## config.mk

```make
export PLATFORM = sky130hd
export DESIGN_NAME = vga_sync_controller
export DESIGN_NICKNAME = d
export VERILOG_FILES = /design/src/rtl/vga_timing_pkg.sv /design/src/rtl/vga_axis_fsm.sv /design/src/rtl/vga_sync_controller.sv
export SDC_FILE = /design/constraint.sdc
export NUM_CORES = 1
export LEC_CHECK = 0
export BUFFER_PORTS_ARGS = -buffer_cell sky130_fd_sc_hd__buf_2
export CAP_MARGIN = 25
export CORE_ASPECT_RATIO = 0.8
export CORE_MARGIN = 4
export CORE_UTILIZATION = 28
export CTS_CLUSTER_DIAMETER = 200
export CTS_CLUSTER_SIZE = 8
export DETAILED_ROUTE_END_ITERATION = 16
export PLACE_DENSITY = 0.45
export REMOVE_ABC_BUFFERS = 1
export SLEW_MARGIN = 20
export SYNTH_ARGS = -nofsm -noshare
export SYNTH_HDL_FRONTEND = slang
export SYNTH_HIERARCHICAL = 1
export SYNTH_SLANG_ARGS = --single-unit
export TNS_END_PERCENT = 10
```

## constraint.sdc

```tcl
create_clock -name clk -period 2.6 [get_ports clk]
set_input_delay 0.52 -clock clk [delete_from_list [all_inputs] [get_ports clk]]
set_output_delay 0.52 -clock clk [all_outputs]
set_load 0.02 [all_outputs]
```

## src/rtl/vga_timing_pkg.sv

```systemverilog
// Shared VGA timing types and default 640x480@60 constants for the sync controller.
package vga_timing_pkg;

  typedef enum logic [1:0] {
    ACTIVE,
    FRONT,
    SYNC,
    BACK
  } axis_state_e;

  localparam int POS_W     = 10;
  localparam int MAX_TOTAL = 1 << POS_W;

  localparam int DEF_H_ACTIVE = 640;
  localparam int DEF_H_FP     = 16;
  localparam int DEF_H_SYNC   = 96;
  localparam int DEF_H_BP     = 48;

  localparam int DEF_V_ACTIVE = 480;
  localparam int DEF_V_FP     = 10;
  localparam int DEF_V_SYNC   = 2;
  localparam int DEF_V_BP     = 33;

  localparam int DEF_CLK_DIV  = 4;

endpackage

```

## src/rtl/vga_axis_fsm.sv

```systemverilog
// One display axis: walks ACTIVE/FRONT/SYNC/BACK segments and keeps the absolute position.
module vga_axis_fsm
  import vga_timing_pkg::*;
#(
  parameter int ACTIVE_LEN = DEF_H_ACTIVE,
  parameter int FP_LEN     = DEF_H_FP,
  parameter int SYNC_LEN   = DEF_H_SYNC,
  parameter int BP_LEN     = DEF_H_BP
) (
  input  logic             clk,
  input  logic             rst,
  input  logic             en,
  input  logic             advance,
  output logic [POS_W-1:0] pos,
  output axis_state_e      state,
  output logic             wrap
);

  axis_state_e      state_next;
  logic [POS_W-1:0] seg;
  logic [POS_W-1:0] seg_next;
  logic [POS_W-1:0] seg_last;
  logic [POS_W-1:0] pos_next;
  logic             step;

  assign step = en & advance;

  always_comb begin
    case (state)
      ACTIVE:  seg_last = POS_W'(ACTIVE_LEN - 1);
      FRONT:   seg_last = POS_W'(FP_LEN - 1);
      SYNC:    seg_last = POS_W'(SYNC_LEN - 1);
      default: seg_last = POS_W'(BP_LEN - 1);
    endcase
  end

  // Level flag for the last position of the axis; the caller qualifies it with its advance.
  assign wrap = (state == BACK) && (seg == seg_last);

  // NOTE: every always_comb output gets a default first so no path can infer a latch.
  always_comb begin
    state_next = state;
    seg_next   = seg;
    pos_next   = pos;
    if (step) begin
      if (seg == seg_last) begin
        seg_next = '0;
        case (state)
          ACTIVE:  state_next = FRONT;
          FRONT:   state_next = SYNC;
          SYNC:    state_next = BACK;
          default: state_next = ACTIVE;
        endcase
      end else begin
        seg_next = seg + 1'b1;
      end
      pos_next = wrap ? '0 : pos + 1'b1;
    end
  end

  // NOTE: registers use non-blocking assignments so all state updates land together at the edge.
  always_ff @(posedge clk or negedge rst) begin
    if (!rst) begin
      state <= ACTIVE;
      seg   <= '0;
      pos   <= '0;
    end else begin
      state <= state_next;
      seg   <= seg_next;
      pos   <= pos_next;
    end
  end

endmodule

```

## src/rtl/vga_sync_controller.sv

```systemverilog
// VGA timing sequencer: pixel-rate divider, chained horizontal/vertical axis FSMs, sync decodes.
module vga_sync_controller
  import vga_timing_pkg::*;
#(
  parameter int H_ACTIVE = DEF_H_ACTIVE,
  parameter int H_FP     = DEF_H_FP,
  parameter int H_SYNC   = DEF_H_SYNC,
  parameter int H_BP     = DEF_H_BP,
  parameter int V_ACTIVE = DEF_V_ACTIVE,
  parameter int V_FP     = DEF_V_FP,
  parameter int V_SYNC   = DEF_V_SYNC,
  parameter int V_BP     = DEF_V_BP,
  parameter int CLK_DIV  = DEF_CLK_DIV
) (
  input  logic             clk,
  input  logic             rst,
  input  logic             en,
  output logic             pix_tick,
  output logic [POS_W-1:0] x,
  output logic [POS_W-1:0] y,
  output logic             hsync,
  output logic             vsync,
  output logic             video_on,
  output logic             line_start,
  output logic             frame_start
);

  localparam int H_TOTAL = H_ACTIVE + H_FP + H_SYNC + H_BP;
  localparam int V_TOTAL = V_ACTIVE + V_FP + V_SYNC + V_BP;
  localparam int DIV_W   = (CLK_DIV > 2) ? $clog2(CLK_DIV) : 1;
  localparam logic [DIV_W-1:0] DIV_LAST = DIV_W'(CLK_DIV - 1);

  if (H_TOTAL > MAX_TOTAL || V_TOTAL > MAX_TOTAL) begin : g_bad_total
    $fatal(1, "vga_sync_controller: H_TOTAL=%0d / V_TOTAL=%0d exceed %0d", H_TOTAL, V_TOTAL,
           MAX_TOTAL);
  end
  if (CLK_DIV < 2 || CLK_DIV > 16) begin : g_bad_div
    $fatal(1, "vga_sync_controller: CLK_DIV=%0d outside 2..16", CLK_DIV);
  end
  if (H_ACTIVE < 1 || H_FP < 1 || H_SYNC < 1 || H_BP < 1 ||
      V_ACTIVE < 1 || V_FP < 1 || V_SYNC < 1 || V_BP < 1) begin : g_bad_seg
    $fatal(1, "vga_sync_controller: every segment length must be at least 1");
  end

  logic [DIV_W-1:0] div;
  logic             run;
  logic             h_wrap;
  logic             v_wrap;
  axis_state_e      h_state;
  axis_state_e      v_state;

  always_ff @(posedge clk or negedge rst) begin
    if (!rst) begin
      div <= '0;
    end else if (en) begin
      div <= (div == DIV_LAST) ? '0 : div + 1'b1;
    end
  end

  // Gating with rst keeps video_on low while reset holds both axes in ACTIVE.
  assign run         = en & rst;
  assign pix_tick    = run & (div == DIV_LAST);
  assign line_start  = pix_tick & h_wrap;
  assign frame_start = line_start & v_wrap;
  assign video_on    = run & (h_state == ACTIVE) & (v_state == ACTIVE);
  assign hsync       = ~(h_state == SYNC);
  assign vsync       = ~(v_state == SYNC);

  vga_axis_fsm #(
    .ACTIVE_LEN (H_ACTIVE),
    .FP_LEN     (H_FP),
    .SYNC_LEN   (H_SYNC),
    .BP_LEN     (H_BP)
  ) u_h_axis (
    .clk     (clk),
    .rst     (rst),
    .en      (en),
    .advance (pix_tick),
    .pos     (x),
    .state   (h_state),
    .wrap    (h_wrap)
  );

  // y steps only on the pixel that wraps x back to 0.
  vga_axis_fsm #(
    .ACTIVE_LEN (V_ACTIVE),
    .FP_LEN     (V_FP),
    .SYNC_LEN   (V_SYNC),
    .BP_LEN     (V_BP)
  ) u_v_axis (
    .clk     (clk),
    .rst     (rst),
    .en      (en),
    .advance (line_start),
    .pos     (y),
    .state   (v_state),
    .wrap    (v_wrap)
  );

endmodule

```

==> results.md <==
- Run status: finished, final reports clean
- Overall die height: 93.88 um
- Area taken by multi-input logic gates: 1421 sq um
- Placer congestion estimate: 0.7833
- Area leader, netlist: sky130_fd_sc_hd__dfrtp_1
- Initial cell density of the core: 0.2856
- Number of buffers inserted during clock tree synthesis: 5
- Total length of routed wires: 6070 um
- Primary FF master, synth: sky130_fd_sc_hd__dfrtp_1
- Setup repair after global routing missed its margin: yes
- Register cell area after layout: 1154 sq um
- Antenna violations before repair: 0
- Setup tns final: 0 ns
- Count of cell types in the netlist: 38
- Fillers: 941
- 1st-iter DRT viols: 89
- Num rows: 31
- DRT met1 WL: 3136 um
- CTS H-tree depth: 2
- Number of global-route vias before repair: 1978
- Area Overhead vs Synth: 28.60%
- Top sig layer: met4
- Tightest Pin Transition: 0.5582 ns
- Fraction of post-synthesis cell area in the top cell type by area: 0.4460
- Clock latency on the worst-skew pair: 0.29 ns
- Worst Setup Path Type: reg2out
- I/O pin count: 29
- Hold Vio Cnt, Final: 0
- Final #Nets: 338
- Minimum clock period: 2.511 ns
- X dimension of the die: 115.3 um
- Crit. End Element: output pin
- Power density normalized to cell area: 570.8 nW/um^2
- Synthesis Warnings: 6
- Maximum vdd ir drop: 285.0 uV
- Clock root buffer master: sky130_fd_sc_hd__clkbuf_16
- Number of flip-flops and latches in the synthesized netlist: 46
- GRT Overall Usage: 0.1167
- Global-route wire length before repair: 10050 um
- Setup slack of the most critical reg-to-reg path: 0.20 ns
- Vias after detailed routing: 2083
- Number of max-cap violations: 0
- Hold buffer count at cts: 0
- Dominant cell by count in the synthesized netlist: sky130_fd_sc_hd__dfrtp_1
- Non-filler cells in the finished layout: 439
- Cells taking the most area after synthesis: sky130_fd_sc_hd__dfrtp_1, sky130_fd_sc_hd__ha_1, sky130_fd_sc_hd__xnor2_1
- Total length of routed met3 wires: 261 um
- Critical path launch point type: flop
- DR pass1 iterations: 4
- Number of placed cells counting well taps: 426
- Number of standard cells after synthesis: 267
- Final-report setup violation count: 0
- Pre-CTS worst setup slack: 0.1445 ns
- Critical Path AT: 1.99 ns
- Post-layout utilization of the core: 0.3673
- TritonCTS sink count: 46
- Routed met2 length: 2587 um
- Drc violations: 0
- Ant. Diodes: 0
- Core area: 9037 sq um
- Class of the tightest hold or removal check: in2async
- Mapped Avg Cell Area: 9.668 sq um
- Post-Syn Area: 2581 sq um
- HPWL reported at the end of detailed placement: 4459 um
- Clock transition at the registers of the reported paths: 0.06 ns
- Fmax: 398.3 MHz
- Worst endpoint required time: 2.08 ns
- Final slew viol count: 0
- Relative slew slack: 0.6278
- Number of port buffers: 28
- Antenna-violating nets left: 0
- Period Utilization, post-route: 0.9657
- Drt wl/cell: 13.83 um
- Total die area: 10830 sq um
- Share of layout cells above drive strength 1: 0.2840
- List of most frequent post-synthesis cells: sky130_fd_sc_hd__dfrtp_1, sky130_fd_sc_hd__nand2_1, sky130_fd_sc_hd__o21ai_0, sky130_fd_sc_hd__xnor2_1, sky130_fd_sc_hd__a21oi_1
- Critical path fanouts, max: 3
- Number of vias per cell after detailed routing: 4.745
- Remaining global-route overflow: 0
- Clock buffer depth: 2
- Standby leakage power: 0.001506 uW
- Count of flip-flops with a built-in enable after synthesis: 0
- CTS tree: yes
- Proportion of synthesized chip area in sequential cells: 0.4460
- Proportion of synthesized flip-flops having asynchronous set or reset: 1.000
- Worst setup slack after layout: 0.08919 ns
- Hold_ws: 0.05764 ns
- Pin count of the biggest net entering global routing: 43
- Max Clock Skew: 0.006940 ns
-- cell type report --
type | count | share of cell area
multi-input cells | 202 | 0.4282
clock buffers | 6 | 0.04184
clock inverters | 2 | 0.01809
inverters | 13 | 0.01470
well taps | 115 | 0.04335
flip-flops and latches | 46 | 0.3475
repair buffers | 55 | 0.1063
-- sequential cells by signal, summed over array words and instances, names as in the netlist --
| register | flops |
|---|---|
| u_h_axis/pos | 10 |
| u_v_axis/state | 2 |
| u_h_axis/seg | 10 |
| u_v_axis/seg | 10 |
| u_h_axis/state | 2 |
| u_v_axis/pos | 10 |
| div | 2 |
-- cells in the final DEF, fill, tap and decap left out, types with 5 or more instances in the layout --
cell / count
sky130_fd_sc_hd__dfrtp_1: 44
sky130_fd_sc_hd__nand2_1: 29
sky130_fd_sc_hd__buf_2: 27
sky130_fd_sc_hd__buf_4: 26
sky130_fd_sc_hd__o21ai_0: 16
sky130_fd_sc_hd__xnor2_1: 15
sky130_fd_sc_hd__a21oi_1: 15
sky130_fd_sc_hd__nor2_1: 14
sky130_fd_sc_hd__nand3_1: 12
sky130_fd_sc_hd__nor4_1: 11
sky130_fd_sc_hd__nor3_1: 11
sky130_fd_sc_hd__xor2_1: 11
sky130_fd_sc_hd__inv_1: 10
sky130_fd_sc_hd__nand4_1: 9
sky130_fd_sc_hd__ha_1: 8
sky130_fd_sc_hd__and4_1: 5
sky130_fd_sc_hd__nand2b_1: 5
sky130_fd_sc_hd__clkbuf_16: 5
-- critical path: stages (launching register included) --
cell                      delay (ns)
sky130_fd_sc_hd__dfrtp_1        0.36
sky130_fd_sc_hd__inv_2          0.06
sky130_fd_sc_hd__ha_4           0.27
sky130_fd_sc_hd__xor2_2         0.16
sky130_fd_sc_hd__nand4_2        0.12
sky130_fd_sc_hd__nor3_2         0.14
sky130_fd_sc_hd__and4_1         0.24
sky130_fd_sc_hd__buf_6          0.11
sky130_fd_sc_hd__and2_4         0.13
sky130_fd_sc_hd__buf_6          0.11
-- final timing paths --
path                                         from                end  depth (start not counted)
worst max-delay path            u_h_axis/state[0]        frame_start                          9
worst min-delay path                          rst    u_h_axis/seg[2]                          1
worst max register to register  u_h_axis/state[0]    u_v_axis/pos[9]                         12
worst min register to register    u_v_axis/seg[9]    u_v_axis/seg[9]                          1
max in group asynchronous                     rst  u_v_axis/state[0]                          2
min in group clk                  u_v_axis/seg[9]    u_v_axis/seg[9]                          1
-- what timing repair did --
| action | 4_1_cts | 5_1_grt |
|---|---|---|
| setup endpoints to repair | 2 | 7 |
| pin swaps | 3 | 4 |
| resized for setup | 8 | 13 |
| setup buffers | 2 | 3 |
-- where the power goes --
| group | switching (uW) | leakage (uW) | internal, uW | total (uW) |
|---|---|---|---|---|
| registers | 52.3 | 0.000600 | 766 | 818 |
| logic | 123 | 0.000809 | 94.1 | 217 |
| clock network | 282 | 0.0000971 | 578 | 859 |
-- per-layer routing --
metal  vias to the layer above  GRT usage
li1                       1056          -
met1                       980     0.1708
met2                        39     0.1734
met3                         8    0.02189
met4                         0    0.03519
met5                         -          0
-- cells by family after synthesis --
kind of cell,after synthesis,synth area share
xor gates and xnor gates,28,0.09501
buffers and inverters,19,0.03393
adders and majority gates,12,0.05817
AOI/OAI and AO/OA,38,0.08047
DFF,46,0.4460
and+or+nand+nor,116,0.2501
muxes,8,0.03635
-- through the flow --
step	instance area (sq um)	power, uW
after floorplan	2542	945.7
after global placement	2992	1052
after detailed placement	2992	1053
after CTS	3241	1920
after global routing	3319	1981
final	3319	1895
(Power assumes the default switching activity.)
